$ cat config.mk
export PLATFORM = sky130hd
export DESIGN_NAME = rv32_multicycle_ctrl_flat
export DESIGN_NICKNAME = d
export VERILOG_FILES = /design/src/rtl/rv32_ctrl_pkg.sv /design/src/rtl/rv32_multicycle_ctrl_if.sv /design/src/rtl/rv32_ctrl_decode.sv /design/src/rtl/rv32_multicycle_ctrl.sv /design/src/flat_wrapper.sv
export SDC_FILE = /design/constraint.sdc
export NUM_CORES = 1
export LEC_CHECK = 0
export ABC_AREA = 1
export BUFFER_PORTS_ARGS = -buffer_cell sky130_fd_sc_hd__clkbuf_2
export CAP_MARGIN = 0
export CORE_ASPECT_RATIO = 0.8
export CORE_MARGIN = 2
export CORE_UTILIZATION = 25
export CTS_CLUSTER_SIZE = 25
export DETAILED_ROUTE_END_ITERATION = 8
export GPL_TIMING_DRIVEN = 0
export PLACE_DENSITY = 0.5
export SYNTH_ARGS = -nofsm -noshare
export SYNTH_HDL_FRONTEND = slang
export SYNTH_SLANG_ARGS = --single-unit
$ cat constraint.sdc
create_clock -name clk -period 3.4 [get_ports clk]
set_input_delay 0.34 -clock clk [delete_from_list [all_inputs] [get_ports clk]]
set_output_delay 0.34 -clock clk [all_outputs]
set_load 0.05 [all_outputs]
$ cat src/rtl/rv32_ctrl_pkg.sv
// rv32_ctrl_pkg: opcodes, state/class enums and mux encodings shared by the multicycle controller
package rv32_ctrl_pkg;
  localparam logic [6:0] OP_R = 7'b0110011, OP_I = 7'b0010011, OP_LOAD = 7'b0000011, OP_STORE = 7'b0100011;
  localparam logic [6:0] OP_BRANCH = 7'b1100011, OP_JAL = 7'b1101111, OP_JALR = 7'b1100111;
  typedef enum logic [2:0] {FETCH, DECODE, EXEC, MEM, WB, TRAP} state_e;
  typedef enum logic [2:0] {CL_ALU, CL_LOAD, CL_STORE, CL_BRANCH, CL_JAL, CL_JALR} class_e;
  localparam logic [2:0] IMM_I = 3'd0, IMM_S = 3'd1, IMM_B = 3'd2, IMM_J = 3'd3;
  localparam logic [1:0] WB_ALU = 2'd0, WB_MEM = 2'd1, WB_LINK = 2'd2;
  localparam logic [1:0] PC_SEQ = 2'd0, PC_REL = 2'd1, PC_ALU = 2'd2;
  // bit 3 is funct7[5] for SUB/SRA; low bits are funct3
  localparam logic [3:0] ALU_ADD = 4'b0000, ALU_SLL = 4'b0001, ALU_SLT = 4'b0010, ALU_SLTU = 4'b0011;
  localparam logic [3:0] ALU_XOR = 4'b0100, ALU_SRL = 4'b0101, ALU_OR = 4'b0110, ALU_AND = 4'b0111;
  localparam logic [3:0] ALU_SUB = 4'b1000, ALU_SRA = 4'b1101;
endpackage

$ cat src/rtl/rv32_multicycle_ctrl_if.sv
// rv32_multicycle_ctrl_if: instruction and data bus handshakes between controller and memory side
interface rv32_multicycle_ctrl_if;
  logic ibus_req, ibus_ready, dbus_read, dbus_write, dbus_ready;
  modport master (output ibus_req, dbus_read, dbus_write, input ibus_ready, dbus_ready);
  modport slave (input ibus_req, dbus_read, dbus_write, output ibus_ready, dbus_ready);
endinterface

$ cat src/rtl/rv32_ctrl_decode.sv
// rv32_ctrl_decode: opcode/funct decode into immediate type, ALU function and instruction class
module rv32_ctrl_decode
  import rv32_ctrl_pkg::*;
(
  input  logic [31:0] instr,
  output logic [2:0]  imm_sel,
  output logic [3:0]  alu_op,
  output logic        alu_src_b,
  output class_e      cls,
  output logic        legal
);
  logic [6:0] op;
  logic [2:0] f3;
  logic alt, unused_bits;
  assign op = instr[6:0];
  assign f3 = instr[14:12];
  assign unused_bits = ^{instr[31], instr[29:15], instr[11:7]};
  // immediates reuse funct7[5] only for SRAI, since ADDI has no SUB form
  assign alt = instr[30] & (op == OP_R ? (f3 == 3'b000 || f3 == 3'b101) : f3 == 3'b101);
  always_comb begin
    legal = 1'b1;
    cls = CL_ALU;
    imm_sel = IMM_I;
    alu_src_b = 1'b1;
    alu_op = ALU_ADD;
    case (op)
      OP_R: begin alu_src_b = 1'b0; alu_op = {alt, f3}; end
      OP_I: alu_op = {alt, f3};
      OP_LOAD: cls = CL_LOAD;
      OP_STORE: begin cls = CL_STORE; imm_sel = IMM_S; end
      OP_BRANCH: begin cls = CL_BRANCH; imm_sel = IMM_B; alu_src_b = 1'b0; alu_op = ALU_SUB; end
      OP_JAL: begin cls = CL_JAL; imm_sel = IMM_J; end
      OP_JALR: cls = CL_JALR;
      default: legal = 1'b0;
    endcase
  end
endmodule

$ cat src/rtl/rv32_multicycle_ctrl.sv
// rv32_multicycle_ctrl: FETCH/DECODE/EXEC/MEM/WB sequencer with bus timeout and retire counter
module rv32_multicycle_ctrl
  import rv32_ctrl_pkg::*;
#(
  parameter int CNT_W = 32,
  parameter int TIMEOUT = 16
) (
  input  logic                clk,
  input  logic                rst,
  rv32_multicycle_ctrl_if.master bus,
  input  logic [31:0]         instr,
  input  logic                alu_zero,
  output logic                ir_we,
  output logic                pc_we,
  output logic [1:0]          pc_src,
  output logic [2:0]          imm_sel,
  output logic                alu_src_b,
  output logic [3:0]          alu_op,
  output logic                reg_we,
  output logic [1:0]          wb_sel,
  output logic                illegal,
  output logic                bus_err,
  output logic [CNT_W-1:0]    retired_cnt
);
  state_e state;
  class_e cls;
  logic legal, ready, tmo, link;
  logic [31:0] wait_cnt;
  rv32_ctrl_decode u_dec (.instr, .imm_sel, .alu_op, .alu_src_b, .cls, .legal);
  assign ready = state == FETCH ? bus.ibus_ready : bus.dbus_ready;
  assign tmo = TIMEOUT != 0 && wait_cnt == 32'(TIMEOUT - 1);
  assign link = cls == CL_JAL || cls == CL_JALR;
  always_comb begin
    bus.ibus_req = !rst && state == FETCH;
    bus.dbus_read = !rst && state == MEM && cls == CL_LOAD;
    bus.dbus_write = !rst && state == MEM && cls == CL_STORE;
    ir_we = bus.ibus_req && bus.ibus_ready;
    reg_we = !rst && state == WB && instr[11:7] != 5'd0;
    pc_we = ir_we || (!rst && state == EXEC && cls == CL_BRANCH && alu_zero) || (!rst && state == WB && link);
    pc_src = state == FETCH ? PC_SEQ : cls == CL_JALR ? PC_ALU : PC_REL;
    wb_sel = cls == CL_LOAD ? WB_MEM : link ? WB_LINK : WB_ALU;
  end
  // wait_cnt defaults to zero so every state change re-arms the timeout
  always_ff @(posedge clk) begin
    if (rst) begin
      state <= FETCH;
      illegal <= 1'b0;
      bus_err <= 1'b0;
      retired_cnt <= '0;
      wait_cnt <= '0;
    end else begin
      wait_cnt <= '0;
      case (state)
        FETCH, MEM: if (ready) begin
          state <= state == FETCH ? DECODE : cls == CL_LOAD ? WB : FETCH;
          if (state == MEM && cls != CL_LOAD) retired_cnt <= retired_cnt + CNT_W'(1);
        end else if (tmo) begin
          state <= TRAP;
          bus_err <= 1'b1;
        end else wait_cnt <= wait_cnt + 32'd1;
        DECODE: begin
          state <= legal ? EXEC : TRAP;
          illegal <= !legal;
        end
        EXEC: begin
          state <= cls == CL_LOAD || cls == CL_STORE ? MEM : cls == CL_BRANCH ? FETCH : WB;
          if (cls == CL_BRANCH) retired_cnt <= retired_cnt + CNT_W'(1);
        end
        WB: begin
          state <= FETCH;
          retired_cnt <= retired_cnt + CNT_W'(1);
        end
        default: state <= TRAP;
      endcase
    end
  end
endmodule

$ cat src/flat_wrapper.sv
// flat-port wrapper written by rule: the top's interface ports become plain ports
module rv32_multicycle_ctrl_flat import rv32_ctrl_pkg::*;
#(
  parameter int CNT_W = 32,
  parameter int TIMEOUT = 16
)
  (clk, rst, instr, alu_zero, ir_we, pc_we, pc_src, imm_sel, alu_src_b, alu_op, reg_we, wb_sel, illegal, bus_err, retired_cnt, bus_ibus_req, bus_dbus_read, bus_dbus_write, bus_ibus_ready, bus_dbus_ready);
  rv32_multicycle_ctrl_if bus_i ();
  input  logic clk;
  input  logic rst;
  input  logic [31:0] instr;
  input  logic alu_zero;
  output logic ir_we;
  output logic pc_we;
  output logic [1:0] pc_src;
  output logic [2:0] imm_sel;
  output logic alu_src_b;
  output logic [3:0] alu_op;
  output logic reg_we;
  output logic [1:0] wb_sel;
  output logic illegal;
  output logic bus_err;
  output logic [CNT_W-1:0] retired_cnt;
  output wire logic [$bits(bus_i.ibus_req)-1:0] bus_ibus_req;
  output wire logic [$bits(bus_i.dbus_read)-1:0] bus_dbus_read;
  output wire logic [$bits(bus_i.dbus_write)-1:0] bus_dbus_write;
  input wire logic [$bits(bus_i.ibus_ready)-1:0] bus_ibus_ready;
  input wire logic [$bits(bus_i.dbus_ready)-1:0] bus_dbus_ready;
  assign bus_ibus_req = bus_i.ibus_req;
  assign bus_dbus_read = bus_i.dbus_read;
  assign bus_dbus_write = bus_i.dbus_write;
  assign bus_i.ibus_ready = bus_ibus_ready;
  assign bus_i.dbus_ready = bus_dbus_ready;
  rv32_multicycle_ctrl #(.CNT_W(CNT_W), .TIMEOUT(TIMEOUT)) u_core (.clk(clk), .rst(rst), .bus(bus_i), .instr(instr), .alu_zero(alu_zero), .ir_we(ir_we), .pc_we(pc_we), .pc_src(pc_src), .imm_sel(imm_sel), .alu_src_b(alu_src_b), .alu_op(alu_op), .reg_we(reg_we), .wb_sel(wb_sel), .illegal(illegal), .bus_err(bus_err), .retired_cnt(retired_cnt));
endmodule
==> impl_metrics.py, run 1 <==
metrics = {
    "synth": {
        "seq_area_frac_synth_pct": 31.8,
        "ys_types": 35,
        "synth_top_area_share_pct": 31.8,
        "avgSynthCellArea_sq_um": 6.00,
        "yosys_warnings": 0,
        "syn_nets": 763,
        "syn_inst": 724,
        "synth_top_area_cell": "dfxtp_1",
        "synth_top_cells_by_area": "dfxtp_1 (32%), nand2_1 (23%), nor2_1 (12%)",
        "syn_area_sq_mm": 0.00434,
        "synth-seq-cells": 69,
    },
    "global_routing": {
        "gr-total-overflow": 0,
        "grt_antenna_before_repair": 0,
        "grt_max_degree": 11,
        "use_met1_pct": 22.9,
        "grt_busiest_layer": "met1",
        "grt_pass1_wl_um": 20900,
        "use_met3_pct": 2.58,
        "use_met2_pct": 19.0,
        "grt_pass1_vias": 4031,
        "grt_usage_pct": 14.6,
    },
    "sta": {
        "worst_pin_slew_ps": 634,
        "rsz0062_at_grt": "no",
        "setup_viol": 0,
        "fin_tns_setup_ps": 0,
        "hold_violations": 0,
        "clock_skew_ps": 5.31,
        "fin_ws_ps": 1330,
        "min_period_ps": 2070,
        "min_period_over_period_pct": 60.9,
        "timing.fmax_mhz": 483,
        "finalMaxSlewViolations": 0,
        "slew_headroom_pct": 57.8,
    },
    "clock_network": {
        "cts-buffers-inserted": 9,
        "hold_buffers": 0,
        "cts.sinks": 69,
        "post-cts-setup-buffers": 0,
        "cts_root_buf": "clkbuf_16",
        "clk-insertion-delay-late_ps": 340,
        "cts.clk_slew.worst_paths_ps": 50,
        "cts_max_path_buffers": 2,
        "h-tree-depth": 3,
        "cts-resized-gates": 0,
        "cts_tree": "done",
    },
    "final_layout": {
        "area_growth_pct": 20.8,
        "num_antenna_cells": 0,
        "nets": 844,
        "layout_commonest_cell": "nand2_1",
        "mostFrequentLayoutCells": "nand2_1 (262), nor2_1 (140), clkbuf_2 (70), dfxtp_1 (69), a21oi_1 (55)",
        "drive_above_1_share_pct": 14.6,
        "fin_area_sq_mm": 0.00525,
    },
    "floorplan": {
        "die-area_sq_mm": 0.0184,
        "dieHeight_um": 122,
        "die_x_um": 151,
        "core_sq_mm": 0.0172,
        "start_util_pct": 25.3,
        "ioPinCount": 89,
        "row_count": 43,
    },
    "placement": {
        "place.gp.congestion": 0.899,
        "placed_area_sq_mm": 0.00497,
        "dp_hpwl_um": 10300,
        "dp_slack_ps": 1290,
        "io_buffers": 70,
    },
    "routing": {
        "wirelength_um": 12900,
        "first_pass_iters": 8,
        "wl_per_cell_um": 12.4,
        "vias": 4584,
        "drc": 0,
        "first_iter_violations": 310,
        "ant_nets": 0,
        "routed_via_density": 4.43,
    },
    "min_path": {
        "hold_depth": 1,
        "hold_path_class": "flop to flop",
        "min_to": "u_core.wait_cnt[0]",
        "min_from": "u_core.wait_cnt[0]",
    },
    "critical_path": {
        "worstSetupPathType": "flop to flop",
        "rr_startpoint": "u_core.wait_cnt[0]",
        "crit_family": "simple AND/OR/NAND/NOR gates",
        "r2r_slack_ps": 1330,
        "slowest_stage": "dfxtp_1",
        "crit_cells": 9,
        "critPathMaxFanout": 10,
        "crit_chain": "ha_1, nand3_1, nor2_1, inv_1, nor3_1, nand2_1, nand3_4, buf_4, nor2_1",
        "rr_endpoint": "u_core.wait_cnt[24]",
        "end_kind": "flop",
        "startpoint_type": "flop",
        "cp_common_cell": "nor2_1",
        "reg2reg_depth": 9,
        "arrival_ps": 2300,
        "cp.buffers_inverters": 2,
        "critPathMaxStageDelay_ps": 350,
        "cp.required_ps": 3630,
    },
    "pwr": {
        "pwr-share-seq_pct": 36.7,
        "power_frac_clock_pct": 36.3,
        "p_switching_w": 0.000836,
        "finalPower_w": 0.00240,
        "internal_power_w": 0.00156,
        "p_leak_nw": 1.98,
        "switching_share_pct": 34.9,
        "peakVddDrop_v": 0.000271,
        "power_per_cell_area_mw_per_mm2": 456,
        "comb_power_share_pct": 27.0,
    },
    "job": {
        "drv_cap": 0,
    },
    "run_status": {
        "status": "finished clean",
    },
}
==> state kept, by name, indices dropped and copies added, names as in the netlist <==
name and count:
u_core.retired_cnt 32, u_core.wait_cnt 32, u_core.state 3, u_core.bus_err 1, u_core.illegal 1
==> worst max-delay path by stage <==
stage	slack, ps	end	start
floorplan	910	bus_dbus_read	instr[1]
global placement	1310	u_core.wait_cnt[24]	u_core.wait_cnt[0]
detailed placement	1290	u_core.wait_cnt[24]	u_core.wait_cnt[0]
CTS	1290	u_core.wait_cnt[24]	u_core.wait_cnt[0]
global route	1090	u_core.wait_cnt[11]	u_core.wait_cnt[0]
finish	1330	u_core.wait_cnt[24]	u_core.wait_cnt[0]
==> power by group through the flow <==
stage / sequential [W] / clock [W] / combinational, W
3_3_place_gp: 0.000895 / 0 / 0.000657
4_1_cts: 0.000878 / 0.000901 / 0.000654
2_1_floorplan: 0.000924 / 0 / 0.000457
5_1_grt: 0.000886 / 0.000932 / 0.000714
6_report: 0.000879 / 0.000869 / 0.000647
3_5_place_dp: 0.000895 / 0 / 0.000652
==> cell type report <==
type / count / area, sq um
inverter: 58 / 218
clock inverter: 1 / 5.00
fill: 1911 / 11900
timing repair buffer: 70 / 350
buffer: 14 / 109
tap: 225 / 282
sequential: 69 / 1380
multi-input combinational: 583 / 2640
clock buffer: 15 / 268
==> cell families (layout without fill, tap and decap cells) <==
| group | after synthesis | in the layout | synth area share (%) |
|---|---|---|---|
| AOI/OAI and AO/OA | 69 | 69 | 8.15 |
| xor gates and xnor gates | 20 | 20 | 4.03 |
| adders and majority gates | 2 | 2 | 0.576 |
| buffers and inverters | 72 | 158 | 7.52 |
| DFF | 69 | 69 | 31.8 |
| other | 1 | 1 | 0.0863 |
| and+or+nand+nor | 491 | 491 | 47.8 |
==> synth_stat cells <==
library cell	instances
nor3_2	1
nand2_1	262
nor2_2	2
nor2_4	1
xnor2_1	6
dfxtp_1	69
ha_1	2
nor3b_1	1
clkbuf_1	5
o21ai_2	1
o21bai_1	1
xor2_1	14
buf_6	6
nand3b_1	13
nand2_4	2
or2_1	1
conb_1	1
or2_0	1
o21ai_0	10
nand3_1	31
nand3_4	1
nand2_2	7
nor2_1	140
or2_2	5
nand3_2	1
buf_4	3
o21ai_1	1
a21oi_1	55
nor3_1	17
inv_1	54
nand4_1	3
inv_2	4
a21boi_0	1
nand4_2	1
nor2_8	1
==> per-stage QoR <==
stage                     cells  hold WS, ps  utilization (%)
final                      1035          458             30.6
after global routing       1035          497             30.6
after CTS                  1035          459             30.6
after detailed placement   1019          448             29.0
after global placement     1019          437             29.0
after floorplan             724          418                -
==> worst reg2reg max path: cells and delay by family (launching register included) <==
family / cells / cell delay (ps)
buf+inv: 2 / 280
fa+ha+maj: 1 / 260
flops: 1 / 350
simple gates: 6 / 1070
==> routing by layer <==
| layer | share of wire (%) | up-vias |
|---|---|---|
| li1 | - | 2435 |
| met1 | 55 | 1994 |
| met2 | 37 | 137 |
| met3 | 5.8 | 18 |
| met4 | 2.0 | 0 |
| met5 | 0 | - |
Power figures use the tool's default switching activity.
==> inputs of run 2 (changes only) <==
- PLACE_DENSITY: 0.5 -> 0.51
- clock period: 3.4 -> 1.7 ns (I/O delays scaled with it)
==> run 2 against run 1 <==
Hold slack got worse by 140 ps. Sequential power is 100% higher. Clock power increased by 140%. Count of clock-buffer cells in the layout decreased by 3. Die area stayed put.
==> impl_metrics.py, run 2 (synthesis results as in run 1) <==
metrics = {
    "final_layout": {
        "multi_input_area_sq_mm": 0.00277,
        "num_antenna_cells": 0,
        "area_growth_pct": 26.4,
        "mostFrequentLayoutCells": "nand2_1 (261), nor2_1 (127), clkbuf_2 (64), dfxtp_1 (61), a21oi_1 (55)",
        "drive_above_1_share_pct": 19.2,
        "fillCellCount": 1893,
        "reg.largest.list": "u_core.retired_cnt: 32 flops, u_core.wait_cnt: 32 flops, u_core.state: 3 flops",
        "layout_commonest_cell": "nand2_1",
        "layout.cells.non_filler": 1037,
        "final_util_pct": 32.0,
        "nets": 846,
        "final-seq-area_sq_mm": 0.00140,
        "fin_area_sq_mm": 0.00549,
    },
    "critical_path": {
        "rr_endpoint": "u_core.wait_cnt[24]",
        "cp.required_ps": 1940,
        "crit_cells": 9,
        "crit_chain": "ha_4, nand3_2, nor2_1, inv_1, nor3_2, nand2_2, nand3_4, buf_6, nor2_1",
        "rr_startpoint": "u_core.wait_cnt[1]",
        "cp_common_cell": "nor2_1",
        "crit_family": "simple AND/OR/NAND/NOR gates",
        "critPathMaxStageDelay_ps": 360,
        "slowest_stage": "dfxtp_1",
        "end_kind": "flop",
        "r2r_slack_ps": 3,
        "cp-startpoint": "u_core.wait_cnt[1]",
        "cp.buffers_inverters": 2,
        "worstSetupPathType": "flop to flop",
        "critPathMaxFanout": 10,
        "cp-endpoint": "u_core.wait_cnt[24]",
        "arrival_ps": 1930,
        "reg2reg_depth": 9,
        "startpoint_type": "flop",
    },
    "sta": {
        "min_period_over_period_pct": 99.8,
        "min_period_ps": 1700,
        "hold_violations": 0,
        "fin_ws_ps": 2.89,
        "finalMaxSlewViolations": 0,
        "timing.fmax_mhz": 589,
        "hold_ws_ps": 318,
        "clock_skew_ps": 7.31,
        "worst_pin_slew_ps": 666,
        "setup_viol": 0,
        "rsz0062_at_grt": "yes",
        "slew_headroom_pct": 55.6,
    },
    "clock_network": {
        "cts_max_path_buffers": 2,
        "cts_tree": "done",
        "cts_root_buf": "clkbuf_16",
        "cts.sinks": 69,
        "cts.clk_slew.worst_paths_ps": 60,
        "clk-insertion-delay-late_ps": 350,
        "h-tree-depth": 3,
        "cts-buffers-inserted": 9,
    },
    "global_routing": {
        "grt_max_degree": 12,
        "grt_antenna_before_repair": 0,
        "grt_pass1_wl_um": 21500,
        "gr-total-overflow": 0,
        "grt_usage_pct": 15.0,
        "grt_pass1_vias": 4188,
    },
    "routing": {
        "wl_met2_um": 4950,
        "vias": 4612,
        "first_iter_violations": 328,
        "drc": 0,
        "first_pass_iters": 5,
        "top_layer": "met4",
        "routed_via_density": 4.45,
        "wl_met3_um": 935,
        "wirelength_um": 13100,
        "wirelength_met1_um": 7100,
        "wl_per_cell_um": 12.7,
        "ant_nets": 0,
    },
    "run_status": {
        "status": "finished clean",
    },
    "floorplan": {
        "start_util_pct": 25.3,
        "core_sq_mm": 0.0172,
        "die-area_sq_mm": 0.0184,
        "die_x_um": 151,
        "dieHeight_um": 122,
        "ioPinCount": 89,
        "row_count": 43,
    },
    "min_path": {
        "min_from": "bus_dbus_ready",
        "hold_path_class": "input port to flop",
    },
    "pwr": {
        "p_leak_nw": 2.05,
        "power_per_cell_area_mw_per_mm2": 962,
        "peakVddDrop_v": 0.000648,
    },
    "placement": {
        "io_buffers": 70,
        "placed_area_sq_mm": 0.00499,
        "place.gp.congestion": 0.871,
        "dp_hpwl_um": 10400,
        "dp_slack_ps": -358,
        "dp_cells": 1019,
    },
    "job": {
        "drv_cap": 0,
    },
}
-- run 2: report_power, final --
part,switching [W],internal (W)
sequential,0.0000915,0.00169
clock,0.000710,0.00136
combinational,0.000961,0.000469
-- run 2: layout make-up --
cell class,instances,area share [%]
clock inverters,4,1.28
repair buffers,72,7.02
plain buffers,14,2.12
well taps,225,5.13
multi-input cells,583,50.4
clock buffers,12,4.67
inverters,58,3.97
flip-flops and latches,69,25.4
-- run 2: tightest hold or removal path: cells and delay by family --
kind            cells  cell delay (ps)
simple gates        3              220
buf+inv             2              150
compound gates      1               80
-- run 2: per-layer routing --
| metal | global-route usage [%] | vias to the layer above |
|---|---|---|
| li1 | - | 2451 |
| met4 | 4.79 | 0 |
| met2 | 20.0 | 129 |
| met5 | 0 | - |
| met1 | 23.0 | 2020 |
| met3 | 3.86 | 12 |
-- run 2: through the flow --
step	setup TNS, ps	power, W
after floorplan	-283	0.00277
after global placement	-11630	0.00311
after detailed placement	-11510	0.00310
after CTS	0	0.00532
after global routing	-2160	0.00558
final	0	0.00528
-- run 2: worst min-delay path by stage --
stage,end,slack (ps),cells after the start
2_1_floorplan,u_core.wait_cnt[0],420,1
3_3_place_gp,u_core.wait_cnt[0],440,1
3_5_place_dp,u_core.wait_cnt[0],450,1
4_1_cts,u_core.state[0],290,6
5_1_grt,u_core.bus_err,400,6
6_report,u_core.state[0],320,6
-- run 2: repair_timing --
action,4_1_cts,5_1_grt
pin swaps,3,0
resized for setup,23,29
hold buffers,0,0
setup buffers,2,0
endpoints found under the hold margin,0,0
endpoints found under the setup margin,59,60
==> inputs of run 3 (changes only) <==
- PLACE_DENSITY: 0.51 -> 0.5
- clock period: 1.7 -> 1.93 ns (I/O delays scaled with it)
==> run 3 against run 2 <==
Combinational power down 18%. Via count is 1.0% higher. Clock power decreased by 28%. Critical path type is now flop to output pin. Largest power group is now registers. Highest routed layer unchanged.
==> impl_metrics.py, run 3 (synthesis results as in run 1) <==
metrics = {
    "critical_path": {
        "critPathMaxFanout": 4,
        "cp.required_ps": 1740,
        "critPathMaxStageDelay_ps": 370,
        "slowest_stage": "dfxtp_1",
        "end_kind": "output pin",
        "startpoint_type": "flop",
        "cp-startpoint": "u_core.state[0]",
        "rr_startpoint": "u_core.retired_cnt[1]",
        "cp.buffers_inverters": 2,
        "worstSetupPathType": "flop to output pin",
        "arrival_ps": 1640,
        "crit_chain": "nor2_2, nand2_2, inv_2, nand2_2, nor2_2, a21oi_1, o21ai_0, buf_4",
        "crit_family": "simple AND/OR/NAND/NOR gates",
    },
    "placement": {
        "io_buffers": 70,
        "dp_hpwl_um": 10600,
        "dp_cells": 1019,
        "dp_slack_ps": -157,
        "place.gp.congestion": 0.943,
    },
    "run_status": {
        "status": "finished clean",
    },
    "final_layout": {
        "mostFrequentLayoutCells": "nand2_1 (261), nor2_1 (138), clkbuf_2 (69), dfxtp_1 (67), a21oi_1 (55)",
        "final_util_pct": 30.9,
        "nets": 845,
        "drive_above_1_share_pct": 15.9,
        "area_growth_pct": 22.0,
        "layout.cells.non_filler": 1035,
        "reg.largest.list": "u_core.retired_cnt: 32 flops, u_core.wait_cnt: 32 flops, u_core.state: 3 flops",
        "layout_commonest_cell": "nand2_1",
        "num_antenna_cells": 0,
    },
    "floorplan": {
        "core_sq_mm": 0.0172,
        "row_count": 43,
        "ioPinCount": 89,
        "dieHeight_um": 122,
        "die_x_um": 151,
        "die-area_sq_mm": 0.0184,
        "start_util_pct": 25.3,
    },
    "sta": {
        "min_period_ps": 1830,
        "timing.fmax_mhz": 545,
        "worst_pin_slew_ps": 683,
        "hold_violations": 0,
        "fin_ws_ps": 96.6,
        "min_period_over_period_pct": 95.0,
        "clock_skew_ps": 5.36,
        "finalMaxSlewViolations": 0,
        "slew_headroom_pct": 54.5,
        "setup_viol": 0,
        "hold_ws_ps": 341,
    },
    "clock_network": {
        "clk-insertion-delay-late_ps": 340,
        "cts_root_buf": "clkbuf_16",
        "cts.sinks": 69,
        "hold_buffers": 0,
        "cts_max_path_buffers": 2,
        "h-tree-depth": 3,
        "cts_tree": "done",
        "cts-buffers-inserted": 9,
        "cts.clk_slew.worst_paths_ps": 60,
    },
    "global_routing": {
        "grt_pass1_vias": 4113,
        "gr-total-overflow": 0,
        "grt_usage_pct": 15.0,
        "grt_pass1_wl_um": 21500,
        "grt_antenna_before_repair": 0,
        "grt_max_degree": 11,
    },
    "pwr": {
        "peakVddDrop_v": 0.000501,
        "p_leak_nw": 1.98,
        "power_per_cell_area_mw_per_mm2": 798,
        "finalPower_w": 0.00423,
    },
    "routing": {
        "vias": 4658,
        "routed_via_density": 4.50,
        "drc": 0,
        "first_iter_violations": 385,
        "wirelength_um": 13300,
        "ant_nets": 0,
        "wl_per_cell_um": 12.9,
        "first_pass_iters": 4,
    },
    "min_path": {
        "hold_path_class": "input port to flop",
        "min_from": "bus_dbus_ready",
    },
    "job": {
        "drv_cap": 0,
    },
}
[run 3: area by class of cell]
type,instances,area (sq um)
Sequential cell,69,1380
Buffer,14,109
Inverter,58,218
Multi-Input combinational cell,583,2690
Tap cell,225,282
Clock buffer,13,250
Timing Repair Buffer,71,360
Fill cell,1894,11900
Clock inverter,2,10.0
[run 3: power breakdown]
group          internal [W]  total [W]  switching, W
Clock              0.000894    0.00150      0.000606
Sequential          0.00148    0.00156     0.0000778
Combinational      0.000343    0.00117      0.000828
[run 3: per-stage QoR]
step | instance area (sq um) | setup TNS (ps)
finish | 5300 | 0
global placement | 4980 | -3900
global route | 5300 | -2.08
floorplan | 4350 | -75.9
detailed placement | 4980 | -3560
CTS | 5250 | 0
[run 3: worst reg2reg max path, stage by stage (launching register included)]
cell     delay [ps]
dfxtp_1         470
ha_4            220
nand3_1         170
inv_1           150
nand2_1         150
nor2_1          190
xor2_1          160
nand2_1          60
a21oi_1         130
[run 3: final timing paths]
check / end / slack [ps] / cells past startpoint
worst max register to register: u_core.retired_cnt[16] / 150 / 8
worst max-delay path: pc_we / 100 / 8
worst min-delay path: u_core.state[0] / 340 / 6
worst min register to register: u_core.wait_cnt[0] / 450 / 1
[run 3: repair_timing]
| item | in CTS | in global routing |
|---|---|---|
| endpoints found under the setup margin | 30 | 37 |
| setup buffers | 1 | 0 |
| gates resized for setup | 1 | 13 |
| pin swaps | 1 | 1 |
[run 3: per-layer routing]
metal  track usage [%]  share of wire [%]  wire [um]  vias up
met2              19.6                 37       4990      140
met1              23.8                 54       7210     2054
met4              4.96                1.5        202        0
met5                 0                  0          0        -
met3              3.22                7.0        930       13
li1                  -                  -          -     2451
